===== src/rtl/mux4_rr_arbiter.sv =====
// Four-requester round-robin arbiter feeding a one-entry output register.
// The winner's 4-bit data slice and index are captured; the pointer advances past each winner.
module mux4_rr_arbiter (
    input  logic        clk,
    input  logic        rst,
    input  logic [3:0]  in_val,
    output logic [3:0]  in_rdy,
    input  logic [15:0] in_data,
    output logic        out_val,
    input  logic        out_rdy,
    output logic [3:0]  out_data,
    output logic [1:0]  out_src
);
    // Handshake: a transfer happens on any side where valid and ready are both high
    // in the same cycle; in_rdy never looks at data and is only raised for a valid requester.
    typedef enum logic {
        EMPTY = 1'b0,
        FULL  = 1'b1
    } state_t;

    state_t     state;
    state_t     state_next;
    logic [1:0] ptr;
    logic [1:0] winner;
    logic       found;
    logic       can_accept;
    logic       in_xfer;
    logic       out_xfer;
    logic [3:0] sel_data;

    // Search order starts at ptr and wraps through the remaining three requesters.
    always_comb begin
        found  = 1'b0;
        winner = ptr;
        for (int k = 0; k < 4; k++) begin
            logic [1:0] idx;
            idx = ptr + 2'(k);
            if (!found && in_val[idx]) begin
                found  = 1'b1;
                winner = idx;
            end
        end
    end

    always_comb begin
        sel_data = in_data[3:0];
        case (winner)
            2'd0: sel_data = in_data[3:0];
            2'd1: sel_data = in_data[7:4];
            2'd2: sel_data = in_data[11:8];
            2'd3: sel_data = in_data[15:12];
            default: sel_data = in_data[3:0];
        endcase
    end

    assign can_accept = (state == EMPTY) || out_rdy;
    assign in_rdy     = (can_accept && found && !rst) ? (4'b0001 << winner) : 4'b0000;
    assign in_xfer    = |in_rdy;
    assign out_xfer   = (state == FULL) && out_rdy;
    assign out_val    = (state == FULL);

    always_comb begin
        state_next = state;
        if (in_xfer) begin
            state_next = FULL;
        end else if (out_xfer) begin
            state_next = EMPTY;
        end
    end

    always_ff @(posedge clk or posedge rst) begin
        if (rst) begin
            state <= EMPTY;
        end else begin
            state <= state_next;
        end
    end

    // Data, source and pointer only move on an accepted input; they hold through drains.
    always_ff @(posedge clk or posedge rst) begin
        if (rst) begin
            out_data <= 4'd0;
            out_src  <= 2'd0;
            ptr      <= 2'd0;
        end else if (in_xfer) begin
            out_data <= sel_data;
            out_src  <= winner;
            ptr      <= winner + 2'd1;
        end
    end
endmodule


===== config.mk =====
export PLATFORM = sky130hd
export DESIGN_NAME = mux4_rr_arbiter
export DESIGN_NICKNAME = d
export VERILOG_FILES = /design/src/rtl/mux4_rr_arbiter.sv
export SDC_FILE = /design/constraint.sdc
export NUM_CORES = 1
export LEC_CHECK = 0
export ABC_AREA = 1
export CAP_MARGIN = 20
export CORE_UTILIZATION = 30
export CTS_CLUSTER_DIAMETER = 200
export DETAILED_ROUTE_END_ITERATION = 12
export GPL_TIMING_DRIVEN = 0
export PLACE_DENSITY_LB_ADDON = 0.2
export SLEW_MARGIN = 20
export SYNTH_ARGS = -nofsm -noshare
export SYNTH_HDL_FRONTEND = slang
export SYNTH_SLANG_ARGS = --single-unit
export TNS_END_PERCENT = 20

===== constraint.sdc =====
create_clock -name clk -period 2.4 [get_ports clk]
set_input_delay 0.24 -clock clk [delete_from_list [all_inputs] [get_ports clk]]
set_output_delay 0.24 -clock clk [all_outputs]
set_load 0.1 [all_outputs]

=== Word-level counts from Yosys, hierarchy flattened ===
Index checks and enable logic that the tools add are counted.

* Bits in registers: 9
* Input port bits: 23

* Add/sub/neg operators: 4
* Order comparisons: 4
* Equal/unequal tests: 3
* Shifts and indexed selects: 1
* Mux-type cells: 19
* Bitwise logic cells: 1
* Reductions and logical operators: 14

{| class="wikitable"
|+ Operators with widths
! kind !! number
|-
| one-hot mux 4 bit (4 select lines) || 1
|-
| < comparator 2 x 3 -> 1 bit, second input constant || 4
|-
| 2-to-1 mux 1 bit || 10
|-
| binary-select mux 1 bit (select 2 bit) || 4
|-
| logical AND 1 bit || 6
|-
| 2-to-1 mux 2 bit || 3
|-
| adder 2 x 1 -> 2 bit, second input constant || 2
|-
| adder 2 bit, second input constant || 2
|-
| == test 2 bit, second input constant || 2
|-
| logical NOT 1 bit || 4
|-
| 2-to-1 mux 4 bit || 1
|-
| OR reduction 4 bit || 1
|-
| << shifter 1 x 2 -> 4 bit, first input constant || 1
|-
| == test 2 x 1 -> 1 bit, second input constant || 1
|-
| logical NOT 2 bit || 1
|-
| nonzero test 2 bit || 1
|-
| logical OR 1 bit || 1
|-
| inverter 1 bit || 1
|}

=== Logic depth before layout (Yosys ltp) ===
Gate-level depths: netlist of the first run.

* Word-level depth: 17
* Depth in mapped cells: 19
* Depth with buffers taken out: 17

=== Worst setup path after synthesis of the first run ===
No wires, ideal clock.

* Kind: reg-to-output
* Start point: reg ptr[0]
* End point: out in_rdy[1]
* Arrival time: 2.929 ns
* Required time: 2.160 ns
* Slack: -0.769 ns
* Cell stages (with the launch flop): 14
* Path buffers: 1
* Cell sequence: dfrtp_1 > buf_6 > nand2_1 > nand2_2 > o21ai_2 > inv_1 > nand2_1 > nand2_1 > nand3_1 > nand2_1 > inv_1 > ha_1 > inv_1 > nor2_1

* Elaborated cells between the ends (all ways): 28
* Those cells by class: add/sub (3); shift (1); mux (16); reduce/logical (8)

{| class="wikitable"
|+ RTL lines
! element !! RTL line !! source
|-
| start, declared || 23 || <nowiki>logic [1:0] ptr;</nowiki>
|-
| start signal, assigned || 88 || <nowiki>ptr <= winner + 2'd1;</nowiki>
|-
| branches (longest 11 deep; another with adder 2 x 1 -> 2 bit) || n/a ||
|-
| 2-to-1 mux 2 bit * || 38 || <nowiki>if (!found && in_val[idx]) begin</nowiki>
|-
| via winner[1] || 24 || <nowiki>logic [1:0] winner;</nowiki>
|-
| << shifter 1 x 2 -> 4 bit * || 57 || <nowiki>assign in_rdy = (can_accept && found && !rst) ? (4'b0001 << winner) : 4'b0000;</nowiki>
|-
| 2-to-1 mux 4 bit * || 57 ||
|-
| end, declared || 7 || <nowiki>output logic [3:0] in_rdy,</nowiki>
|}

Mark *: on every way through the listed nets, which the timed path passes. The select of a mux whose other input is x is not followed.

=== Final worst setup path of the first run ===
* Start point: reg ptr[0]
* End point: out in_rdy[0]

* Longest elaborated chain between the ends: 15
* Elaborated cells between the ends (all ways): 28
* Those cells by class: add/sub (3); shift (1); mux (16); reduce/logical (8)

{| class="wikitable"
|+ RTL lines
! element !! RTL line
|-
| branches (longest 14 deep; another with adder 2 x 1 -> 2 bit) || n/a
|-
| 2-to-1 mux 4 bit * || 57
|}

Every way passes the cells marked *. The select of a mux whose other input is x is not followed.

==> flow_summary.ini, run 1 <==
[critical_path]
cpPeakStageDelay_ps = 440
worstSetupStartpoint = ptr[0]
reg2reg_slack_ps = -30
crit_fanout = 4
cp-start-kind = flop
crit_chain = buf_2 > buf_4 > o21ai_1 > o21ai_2 > nand3_4 > nand2_2 > o21ai_4 > ha_4 > inv_4 > nor2_4 > buf_12
cp.arrival_ps = 2250
worst_path_max_delay_cell = dfrtp_2
endpoint_kind = output pin
critical_path_class = flop to output pin
cp.required_ps = 2160
worstReg2RegStart = ptr[0]

[detailed_routing]
first_pass_iters = 4
drtIter0Drc = 29
via_count = 1101
via_per_inst = 4.725
ant_nets = 0
drc_errors = 0
wire_per_inst_um = 11.85
routed_wl_um = 2760

[sta]
period_share = 1.037
rsz0062_at_grt = yes
slew_headroom = 0.3540
finalSetupViolCount = 12
worstMarginPinSlew_ps = 965.9
report.final.slew_viol_count = 0
hold_viol_final = 0
post-route-min-period_ps = 2489
clock.fmax_mhz = 401.8
final.setup.worst_slack_ps = -88.51
fin_skew_ps = 4.656

[grt]
overflow = 0
grt_max_degree = 11
grt_pass1_vias = 1034
track_usage = 0.1667
antenna_found_initial = 0
grt_pass1_wl_um = 4450

[floorplanning]
die_x_um = 58.74
die_area_mm2 = 0.003450
num_rows = 20
die_h_um = 58.74
initial_utilization = 0.3164
ios = 34
core_region_area_mm2 = 0.003053

[logic_synthesis]
ys_warn_count = 0
syn-mean-instance-area_um2 = 6.899
ys_ff_latch = 9
syn-cell-area_um2 = 965.9
synth_cell_types = 22
synth_nets = 168
ys_seq_area_frac = 0.2332
syn_inst = 140

[final_layout]
final_common_cell = nand2_1
fin_nets = 218
final_cell_mix = nand2_1, clkdlybuf4s50_1, nand3_1, nand2_4, buf_4
area_delta_synth_final_pct = 75.39
num-fill-cells = 299
finish.instance_area_mm2 = 0.001694
drive_above_1_share = 0.3704
diodes = 0

[place]
place_area_mm2 = 0.001371
routabilityCongestion = 0.8067
dpl.hpwl_um = 1889
io_buffers = 33

[cts]
htreeDepth = 1
insertion_delay_ps = 260
numCtsBuffers = 3
cts_tree = built
cts_buffer_depth = 2
clk_pin_slew_ps = 60
cts.sinks = 9
root_buffer = clkbuf_4

[outcome]
outcome = finished with violations
violations = negative setup slack

[worst_hold_path]
hold_path.class = input pin to async pin

[run]
cap_violations = 0
## sequential cells by signal, summed over array words and instances, names as in the netlist
name      flops
out_val       1
out_src       2
ptr           2
out_data      4
## metrics by stage
stage | utilization | setup slack [ps] | hold slack (ps) | TNS, ps | instances
after CTS | 0.5291 | -86.49 | 266.4 | -361.8 | 231
after floorplan | - | -261.5 | 67.92 | -559.8 | 140
after detailed placement | 0.4492 | -1183 | 504.8 | -7114 | 217
after global routing | 0.5549 | -194.6 | 309.2 | -2055 | 233
after global placement | 0.4492 | -1138 | 498.1 | -6473 | 217
final | 0.5549 | -88.51 | 263.4 | -374.8 | 233
## metal layers
layer,track usage,share of wire,up-vias
met5,0,0,-
met3,0.008791,0.022,9
met4,0.08503,0.025,0
met1,0.2198,0.43,516
li1,-,-,548
met2,0.2760,0.52,28
## worst max-delay path, delay by kind of cell (launching register included)
kind | cells | cell delay (ps)
AND/OR/NAND/NOR | 3 | 320
flip-flops | 1 | 440
AO/OA/AOI/OAI | 3 | 490
buffers and inverters | 4 | 530
adder cells (fa/ha/maj) | 1 | 220
## kinds of logic (layout without fill, tap and decap cells)
logic type                 Yosys count  after routing  share of synthesized area
AOI/OAI and AO/OA                   16             16                     0.1399
DFF                                  9              9                     0.2332
and+or+nand+nor                     89             89                     0.4624
adders and majority gates            5              5                    0.06477
buffers and inverters               21             70                    0.09974
## path summary, 6_finish.rpt
check | to | depth (start not counted)
worst max-delay path | in_rdy[0] | 11
worst min-delay path | out_data[2] | 2
worst max register to register | out_src[1] | 13
worst min register to register | out_data[0] | 2
max in group asynchronous | ptr[0] | 2
min in group clk | out_data[0] | 2
## cells in the mapped netlist
master,count,area (um^2)
a21oi_1,5,25.02
a32oi_1,4,35.03
buf_1,1,3.750
buf_6,2,22.52
dfrtp_1,9,225.2
ha_1,5,62.56
inv_1,16,60.06
inv_2,1,3.750
inv_4,1,6.260
nand2_1,51,191.4
nand2_2,10,62.56
nand2_4,3,33.78
nand3_1,16,80.08
nand3_2,2,20.02
nand3_4,1,17.52
nand4_1,1,6.260
nor2_1,4,15.01
nor2_8,1,20.02
o211ai_4,2,42.54
o21ai_0,1,5.000
o21ai_1,2,10.01
o21ai_2,2,17.52
## what timing repair did
action / in CTS / in global routing
buffers inserted: 10 / 2
pin swaps: 17 / 13
endpoints found under the hold margin: 0 / 0
gates cloned: 1 / 0
setup endpoints to repair: 13 / 13
resized for setup: 63 / 17
hold buffers: 0 / 0
## final cells by class
type	instances	area, um^2	share of cell area
plain buffers	2	22.52	0.01329
repair buffers	46	465.4	0.2747
multi-input cells	110	815.8	0.4815
inverters	18	82.58	0.04874
clock buffers	4	26.28	0.01551
flip-flops and latches	9	226.5	0.1337
well taps	44	55.05	0.03250
Power of run 1 is left out: the tool's default activity adds up to more than one toggle a clock period on the data nets, which glitch-free logic cannot reach.
==> inputs of run 2 (changes only) <==
Settings changed: RECOVER_POWER set to 100.
==> flow_summary.ini, run 2 (same netlist as run 1, synthesis figures left out) <==
[floorplanning]
die_h_um = 58.74
die_x_um = 58.74
initial_utilization = 0.3164
num_rows = 20
core_region_area_mm2 = 0.003053
die_area_mm2 = 0.003450
ios = 34

[sta]
post-route-min-period_ps = 2489
slew_headroom = 0.3479
rsz0062_at_grt = yes
worstMarginPinSlew_ps = 974.9
fin_skew_ps = 4.656
report.final.slew_viol_count = 0
clock.fmax_mhz = 401.8
period_share = 1.037
final.setup.worst_slack_ps = -88.79
finalSetupViolCount = 12
hold_viol_final = 0
fin_tns_setup_ps = -381.5

[critical_path]
cp.arrival_ps = 2250
cpPeakStageDelay_ps = 440
cp-start-kind = flop
cp.required_ps = 2160
worst_path_max_delay_cell = dfrtp_2
critical_path_class = flop to output pin
crit_chain = buf_2 > buf_4 > o21ai_1 > o21ai_2 > nand3_4 > nand2_2 > o21ai_4 > ha_4 > inv_4 > nor2_4 > buf_12
endpoint_kind = output pin
crit_fanout = 4

[cts]
cts_buffer_depth = 2
numCtsBuffers = 3
clk_pin_slew_ps = 60
ctsHoldBuffers = 0
root_buffer = clkbuf_4
cts_tree = built
cts.sinks = 9
insertion_delay_ps = 260
htreeDepth = 1

[grt]
grt_pass1_wl_um = 4450
track_usage = 0.1667
grt_max_degree = 11
antenna_found_initial = 0
overflow = 0
grt_pass1_vias = 1034

[detailed_routing]
drc_errors = 0
first_pass_iters = 4
via_per_inst = 4.730
ant_nets = 0
drtIter0Drc = 29
via_count = 1102
routed_wl_um = 2759
wire_per_inst_um = 11.84

[outcome]
outcome = finished with violations
violations = negative setup slack

[worst_hold_path]
hold_path.class = input pin to async pin

[final_layout]
num-fill-cells = 299
instances_no_fill = 233
final_cell_mix = nand2_1, clkdlybuf4s50_1, nand3_1, nand2_4, buf_4
area_delta_synth_final_pct = 75.39
final_util = 0.5549
drive_above_1_share = 0.3704
diodes = 0
top_register = out_data
largest_reg_flops = 4
final_common_cell = nand2_1
reg_top3 = out_data (4), out_src (2), ptr (2)
fin_nets = 218

[place]
dpl.hpwl_um = 1889
pre_cts_ws_ps = -1183
io_buffers = 33
routabilityCongestion = 0.8067
dp_cells = 217

[run]
cap_violations = 0
## run 2: cell types whose count changed in the layout (fill, tap and decap cells not counted)
cell	change
clkdlybuf4s50_1	-7
dlygate4sd3_1	+7
## run 2: path summary, 6_finish.rpt
check                             from     endpoint  slack (ps)  cells after the start
setup reg to reg                ptr[0]   out_src[1]         -30                     13
min in group clk           out_data[0]  out_data[0]         510                      2
hold reg to reg            out_data[0]  out_data[0]         510                      2
hold / removal                     rst  out_data[2]         400                      2
max in group asynchronous          rst       ptr[0]        1730                      2
setup / recovery                ptr[0]    in_rdy[0]         -90                     11
## run 2: routing by layer
metal	routed length [um]	global-route usage	up-vias
li1	-	-	548
met1	1196	0.2198	517
met2	1432	0.2760	28
met3	61	0.008791	9
met4	68	0.08503	0
met5	0	0	-
## run 2: critical path, delay by kind of cell, from the launching register on
family | cells | cell delay (ps)
compound gates | 3 | 480
fa+ha+maj | 1 | 220
buf+inv | 4 | 530
flops | 1 | 440
simple gates | 3 | 320
## run 2: timing repair
action,CTS,global route
resized for setup,63,17
buffers inserted,10,2
cloned,1,0
setup endpoints to repair,13,13
pin swaps,17,13
## run 2: layout make-up
class / count / area (um^2) / share of cell area
flip-flops and latches: 9 / 226.5 / 0.1337
clock buffers: 4 / 26.28 / 0.01551
repair buffers: 46 / 465.4 / 0.2747
inverters: 18 / 82.58 / 0.04874
plain buffers: 2 / 22.52 / 0.01329
well taps: 44 / 55.05 / 0.03250
multi-input cells: 110 / 815.8 / 0.4815
## run 2: per-stage QoR
stage | instance area (um^2) | hold slack [ps]
2_1_floorplan | 985.9 | 67.92
3_3_place_gp | 1371 | 498.1
3_5_place_dp | 1371 | 504.8
4_1_cts | 1615 | 266.4
5_1_grt | 1694 | 438.3
6_report | 1694 | 396.2
Power of run 2 is left out for the same reason.
